File: config.mk
export PLATFORM = sky130hd
export DESIGN_NAME = vram_arbiter
export DESIGN_NICKNAME = d
export VERILOG_FILES = /design/src/rtl/vram_arbiter.sv
export SDC_FILE = /design/constraint.sdc
export NUM_CORES = 1
export LEC_CHECK = 0
export ABC_AREA = 1
export CELL_PAD_IN_SITES_DETAIL_PLACEMENT = 1
export CELL_PAD_IN_SITES_GLOBAL_PLACEMENT = 1
export CORE_UTILIZATION = 47
export CTS_CLUSTER_DIAMETER = 30
export DETAILED_ROUTE_END_ITERATION = 8
export DONT_BUFFER_PORTS = 1
export PLACE_DENSITY_LB_ADDON = 0.1
export SETUP_SLACK_MARGIN = 0.2
export SLEW_MARGIN = 20
export SYNTH_ARGS = -nofsm -noshare
export SYNTH_HDL_FRONTEND = slang
export SYNTH_SLANG_ARGS = --single-unit
File: constraint.sdc
create_clock -name clk_12 -period 5.46 [get_ports clk_12]
set_input_delay 0.273 -clock clk_12 [delete_from_list [all_inputs] [get_ports clk_12]]
set_output_delay 0.273 -clock clk_12 [all_outputs]
set_load 0.01 [all_outputs]
File: src/rtl/vram_arbiter.sv
// -----------------------------------------------------------------------------
// vram_arbiter
//   Three-way arbiter in front of a single-port, one-cycle-latency VRAM.
//   The 6809 CPU has absolute priority. The vector generator (read-only) and
//   the host share the remaining slots round-robin. Each access runs
//   IDLE/ACK -> ISSUE -> CAPTURE -> ACK. Back-to-back grants from ACK give a
//   3-cycle throughput.
//
//   Optional feature macro: VRAM_ARB_STATS_EN
//     defined   : conflict_count counts cycles in which the VG was eligible
//                 but not granted. It saturates at 0xFFFF and is cleared only
//                 by reset.
//     undefined : the counter logic is absent and conflict_count reads 0.
//
// Ports
//   clk_12, reset_n          clock; asynchronous active-low reset
//   cpu_req/we/addr/wdata    CPU request level, write strobe, address, data
//   cpu_ack/cpu_rdata        CPU completion pulse, registered read data
//   vg_req/vg_addr           vector-generator read request
//   vg_ack/vg_rdata          VG completion pulse, read data
//   host_req/we/addr/wdata   host request (already in the clk_12 domain)
//   host_ack/host_rdata      host completion pulse, read data
//   ram_addr/ram_we/ram_wdata registered VRAM controls
//   ram_rdata                VRAM read data, valid one cycle after ram_addr
//   conflict_count           VG wait statistics
// -----------------------------------------------------------------------------
module vram_arbiter #(
  parameter int ADDR_W = 14,
  parameter int DATA_W = 8
) (
  input  logic              clk_12,
  input  logic              reset_n,
  input  logic              cpu_req,
  input  logic              cpu_we,
  input  logic [ADDR_W-1:0] cpu_addr,
  input  logic [DATA_W-1:0] cpu_wdata,
  output logic              cpu_ack,
  output logic [DATA_W-1:0] cpu_rdata,
  input  logic              vg_req,
  input  logic [ADDR_W-1:0] vg_addr,
  output logic              vg_ack,
  output logic [DATA_W-1:0] vg_rdata,
  input  logic              host_req,
  input  logic              host_we,
  input  logic [ADDR_W-1:0] host_addr,
  input  logic [DATA_W-1:0] host_wdata,
  output logic              host_ack,
  output logic [DATA_W-1:0] host_rdata,
  output logic [ADDR_W-1:0] ram_addr,
  output logic              ram_we,
  output logic [DATA_W-1:0] ram_wdata,
  input  logic [DATA_W-1:0] ram_rdata,
  output logic [15:0]       conflict_count
);

  typedef enum logic [1:0] {
    ST_IDLE    = 2'd0,
    ST_ISSUE   = 2'd1,
    ST_CAPTURE = 2'd2,
    ST_ACK     = 2'd3
  } state_t;

  localparam logic [1:0] OWN_CPU  = 2'd0;
  localparam logic [1:0] OWN_VG   = 2'd1;
  localparam logic [1:0] OWN_HOST = 2'd2;

  localparam logic LW_VG   = 1'b0;
  localparam logic LW_HOST = 1'b1;

  state_t            state_q;
  logic [1:0]        owner_q;
  logic              acc_we_q;
  logic              last_winner_q;
  logic              cpu_served_q, vg_served_q, host_served_q;
  logic [ADDR_W-1:0] ram_addr_q;
  logic              ram_we_q;
  logic [DATA_W-1:0] ram_wdata_q;
  logic              cpu_ack_q, vg_ack_q, host_ack_q;
  logic [DATA_W-1:0] cpu_rdata_q, vg_rdata_q, host_rdata_q;

  logic              cpu_acking_s, vg_acking_s, host_acking_s;
  logic              cpu_elig_s, vg_elig_s, host_elig_s;
  logic              grant_valid_d;
  logic [1:0]        grant_owner_d;
  logic              grant_we_d;
  logic [ADDR_W-1:0] grant_addr_d;
  logic [DATA_W-1:0] grant_wdata_d;
  logic              cpu_served_d, vg_served_d, host_served_d;

  // Eligibility, fixed-priority/round-robin grant and the served-flag update.
  always_comb begin
    // The requester being acknowledged this cycle counts as already served,
    // so a held request is not granted a second time from ACK.
    cpu_acking_s  = (state_q == ST_ACK) && (owner_q == OWN_CPU);
    vg_acking_s   = (state_q == ST_ACK) && (owner_q == OWN_VG);
    host_acking_s = (state_q == ST_ACK) && (owner_q == OWN_HOST);

    cpu_elig_s  = cpu_req  && !cpu_served_q  && !cpu_acking_s;
    vg_elig_s   = vg_req   && !vg_served_q   && !vg_acking_s;
    host_elig_s = host_req && !host_served_q && !host_acking_s;

    grant_valid_d = 1'b0;
    grant_owner_d = OWN_CPU;
    if ((state_q == ST_IDLE) || (state_q == ST_ACK)) begin
      if (cpu_elig_s) begin
        grant_valid_d = 1'b1;
        grant_owner_d = OWN_CPU;
      end else if (vg_elig_s && host_elig_s) begin
        grant_valid_d = 1'b1;
        grant_owner_d = (last_winner_q == LW_HOST) ? OWN_VG : OWN_HOST;
      end else if (vg_elig_s) begin
        grant_valid_d = 1'b1;
        grant_owner_d = OWN_VG;
      end else if (host_elig_s) begin
        grant_valid_d = 1'b1;
        grant_owner_d = OWN_HOST;
      end else begin
        grant_valid_d = 1'b0;
        grant_owner_d = OWN_CPU;
      end
    end else begin
      grant_valid_d = 1'b0;
      grant_owner_d = OWN_CPU;
    end

    // VG never writes; its grants keep the previous write-data value.
    case (grant_owner_d)
      OWN_CPU: begin
        grant_we_d    = cpu_we;
        grant_addr_d  = cpu_addr;
        grant_wdata_d = cpu_wdata;
      end
      OWN_VG: begin
        grant_we_d    = 1'b0;
        grant_addr_d  = vg_addr;
        grant_wdata_d = ram_wdata_q;
      end
      OWN_HOST: begin
        grant_we_d    = host_we;
        grant_addr_d  = host_addr;
        grant_wdata_d = host_wdata;
      end
      default: begin
        grant_we_d    = 1'b0;
        grant_addr_d  = {ADDR_W{1'b0}};
        grant_wdata_d = ram_wdata_q;
      end
    endcase

    if (cpu_req) begin
      cpu_served_d = cpu_served_q | cpu_acking_s;
    end else begin
      cpu_served_d = 1'b0;
    end
    if (vg_req) begin
      vg_served_d = vg_served_q | vg_acking_s;
    end else begin
      vg_served_d = 1'b0;
    end
    if (host_req) begin
      host_served_d = host_served_q | host_acking_s;
    end else begin
      host_served_d = 1'b0;
    end
  end

  // Access sequencer: latches the granted request and drives the RAM/ack/rdata registers.
  always_ff @(posedge clk_12 or negedge reset_n) begin
    if (!reset_n) begin
      state_q       <= ST_IDLE;
      owner_q       <= OWN_CPU;
      acc_we_q      <= 1'b0;
      last_winner_q <= LW_HOST;
      cpu_served_q  <= 1'b0;
      vg_served_q   <= 1'b0;
      host_served_q <= 1'b0;
      ram_addr_q    <= {ADDR_W{1'b0}};
      ram_we_q      <= 1'b0;
      ram_wdata_q   <= {DATA_W{1'b0}};
      cpu_ack_q     <= 1'b0;
      vg_ack_q      <= 1'b0;
      host_ack_q    <= 1'b0;
      cpu_rdata_q   <= {DATA_W{1'b0}};
      vg_rdata_q    <= {DATA_W{1'b0}};
      host_rdata_q  <= {DATA_W{1'b0}};
    end else begin
      cpu_served_q  <= cpu_served_d;
      vg_served_q   <= vg_served_d;
      host_served_q <= host_served_d;
      cpu_ack_q     <= 1'b0;
      vg_ack_q      <= 1'b0;
      host_ack_q    <= 1'b0;
      case (state_q)
        ST_IDLE, ST_ACK: begin
          if (grant_valid_d) begin
            state_q     <= ST_ISSUE;
            owner_q     <= grant_owner_d;
            acc_we_q    <= grant_we_d;
            ram_addr_q  <= grant_addr_d;
            ram_we_q    <= grant_we_d;
            ram_wdata_q <= grant_wdata_d;
            // CPU grants leave the VG/host rotation untouched.
            if (grant_owner_d != OWN_CPU) begin
              last_winner_q <= (grant_owner_d == OWN_VG) ? LW_VG : LW_HOST;
            end
          end else begin
            state_q <= ST_IDLE;
          end
        end
        ST_ISSUE: begin
          ram_we_q <= 1'b0;
          state_q  <= ST_CAPTURE;
        end
        ST_CAPTURE: begin
          state_q <= ST_ACK;
          case (owner_q)
            OWN_CPU: begin
              cpu_ack_q <= 1'b1;
              if (!acc_we_q) cpu_rdata_q <= ram_rdata;
            end
            OWN_VG: begin
              vg_ack_q   <= 1'b1;
              vg_rdata_q <= ram_rdata;
            end
            OWN_HOST: begin
              host_ack_q <= 1'b1;
              if (!acc_we_q) host_rdata_q <= ram_rdata;
            end
            default: begin
            end
          endcase
        end
        default: state_q <= ST_IDLE;
      endcase
    end
  end

`ifdef VRAM_ARB_STATS_EN
  logic        vg_wait_s;
  logic [15:0] conflict_q;
  logic [15:0] conflict_d;

  // Saturating count of cycles the VG is eligible but loses the grant.
  always_comb begin
    vg_wait_s = vg_elig_s && !(grant_valid_d && (grant_owner_d == OWN_VG));
    if (vg_wait_s && (conflict_q != 16'hFFFF)) begin
      conflict_d = conflict_q + 16'd1;
    end else begin
      conflict_d = conflict_q;
    end
  end

  // Conflict counter register; cleared only by reset.
  always_ff @(posedge clk_12 or negedge reset_n) begin
    if (!reset_n) begin
      conflict_q <= 16'h0000;
    end else begin
      conflict_q <= conflict_d;
    end
  end

  assign conflict_count = conflict_q;
`else
  assign conflict_count = 16'h0000;
`endif

  assign cpu_ack    = cpu_ack_q;
  assign cpu_rdata  = cpu_rdata_q;
  assign vg_ack     = vg_ack_q;
  assign vg_rdata   = vg_rdata_q;
  assign host_ack   = host_ack_q;
  assign host_rdata = host_rdata_q;
  assign ram_addr   = ram_addr_q;
  assign ram_we     = ram_we_q;
  assign ram_wdata  = ram_wdata_q;

endmodule

==> out/results.ini <==
[hold_path]
min_from=vg_req
hp-class=in -> reg
worstHoldEndpoint=vg_served_q
hold_path_depth=2

[synthesis]
ys.flop_type=dfrtp_1
synth_edf_count=0
synth_cells=355
ys_seq_area_share_pct=50.86
syn_area_sq_um=2905
yosysWarnings=0
synth_cell_type_count=27
syn_avg_cell_area_sq_um=8.184
async_flop_share_pct=100.0
ys_ff_latch=59

[critical_path]
reg2reg_from=state_q[0]
path_class=reg -> reg
required_ns=5.67
cp.arrival_ns=2.75
startpoint_type=flip-flop
cp_max_fo=25
worst_setup_path_end_kind=flip-flop
reg2reg_slack_ns=2.92
reg2regPathDepth=9
reg2reg_to=acc_we_q

[clock_tree]
clock_latency_ns=0.34
cts_setup_buffers=0
cts_root_buf=clkbuf_8
cts.clk_slew.worst_paths_ns=0.07
ctsHtreeMaxLevel=3
clock-sinks=59
cts_resized=0
cts_buffers=9
cts_tree=built
clock_path_buffers=2

[sta]
worst_pin_slew_ns=0.5674
hold_viol_final=0
setup_viol=0
final.period_utilization_pct=46.44
whs_ns=0.05715
skew_ns=0.005347
fin_crit_ns=2.535
max-slew-margin-rel_pct=62.13
fmax_mhz=394.4
slew_violations=0
rsz0062_at_grt=no
fin_tns_setup_ns=0

[floorplan]
fp.dieW_microns=80.62
die-area_sq_um=6500
initial_utilization_pct=48.78
dieHeight_microns=80.62
core_region_area_sq_um=5956
num_rows=28
boundaryPins=139

[power]
power_density_nw_per_um2=671.8
ir_drop_uv=285.7
leakagePower_nw=1.579

[detailed_routing]
drtAntennaViolNets=0
drc_errors=0
firstDrtPassIters=4
vias_per_cell=5.409
wirelength_microns=7503
wl_per_cell_microns=17.33
drt_iter0_markers=74
vias=2342

[grt]
grt_usage_pct=24.23
grt_pass1_wl_microns=11580
overflow=0
antenna_found_initial=0
grt_max_degree=60
first_global_vias=2349

[run]
maxCapViolCount=0

[placement]
dp.cells=415
hpwl_microns=5284
io_buffers=0
place_congestion=0.7961

[layout]
final_cells=433
area_growth_pct=6.460
drive_gt1_share_pct=7.542
postLayoutCoreUtil_pct=51.93
nFillCells=742
fin_nets=429
diodes=0
mostFrequentLayoutCell=nand2_1
final_cell_mix=nand2_1, dfrtp_1, nand3_1

[status]
status=finished clean

state kept, by name, indices dropped and copies added (netlist names):
register / flops
acc_we_q: 1
cpu_ack: 1
cpu_rdata: 8
cpu_served_q: 1
host_ack: 1
host_rdata: 8
host_served_q: 1
last_winner_q: 1
owner_q: 2
ram_addr: 14
ram_wdata: 8
ram_we: 1
state_q: 2
vg_ack: 1
vg_rdata: 8
vg_served_q: 1
through the flow:
step	instance area [sq um]	setup slack, ns	power, mW
4_1_cts	3093	2.936	2.105
6_report	3093	2.925	2.078
5_1_grt	3093	2.640	2.261
3_3_place_gp	2860	3.091	1.637
3_5_place_dp	2860	2.932	1.685
2_1_floorplan	2962	3.745	1.505
worst max path at each step:
stage / to / slack (ns) / start / depth (start not counted)
final: acc_we_q / 2.92 / state_q[0] / 9
after global routing: acc_we_q / 2.64 / state_q[0] / 9
after CTS: acc_we_q / 2.94 / state_q[0] / 9
after detailed placement: acc_we_q / 2.93 / state_q[0] / 9
after global placement: ram_addr[1] / 3.09 / state_q[0] / 9
after floorplan: ram_addr[0] / 3.75 / state_q[0] / 10
Yosys cell counts (all sizes together) (3+ instances only):
cell | n | area (sq um)
nand2 | 125 | 479.2
dfrtp | 58 | 1451
nand3 | 36 | 195.2
o21ai | 36 | 180.2
inv | 34 | 127.6
buf | 25 | 176.4
nand4 | 14 | 87.58
a21oi | 5 | 36.29
clkbuf | 5 | 18.77
nor2 | 5 | 26.27
ha | 3 | 37.54
nor3 | 3 | 15.01
report_power, final:
group	internal, mW	total [mW]	switching [mW]
Clock	0.223	0.402	0.179
Combinational	0.234	0.779	0.545
Sequential	0.658	0.896	0.238
Total	1.11	2.08	0.963
layer usage:
metal	up-vias	share of wire (%)	global-route usage (%)
met1	1133	42	29.29
met4	0	1.8	9.464
li1	1100	-	-
met5	-	0	0
met2	95	48	39.15
met3	14	8.5	8.750
critical path: stages, from the launching register on:
cell	delay (ns)
dfrtp_1	0.38
inv_1	0.06
ha_1	0.37
inv_1	0.12
a21oi_4	0.41
nand3_2	0.57
nand3_1	0.22
nand2_1	0.11
nand2_1	0.07
o21ai_0	0.10
kinds of logic after synthesis:
logic type,count (synthesis),synth area share (%)
AOI/OAI and AO/OA,43,8.441
adders and majority gates,3,1.292
buffers and inverters,65,11.24
DFF,59,50.86
other,1,0.1291
and+or+nand+nor,184,28.04
cell type report:
type                       instances  area [sq um]  share of cell area, %
timing repair buffer               2         37.54                  1.214
sequential                        59          1478                  47.78
inverter                          35         131.4                  4.248
tap                               75         93.84                  3.034
clock inverter                     4         50.05                  1.618
clock buffer                      12         145.1                  4.693
multi-input combinational        246          1157                  37.42
repair_timing:
item	in CTS	in global routing
hold buffers	2	0
hold endpoints to repair	59	0
endpoints found under the setup margin	0	0
Power figures use the tool's default switching activity.
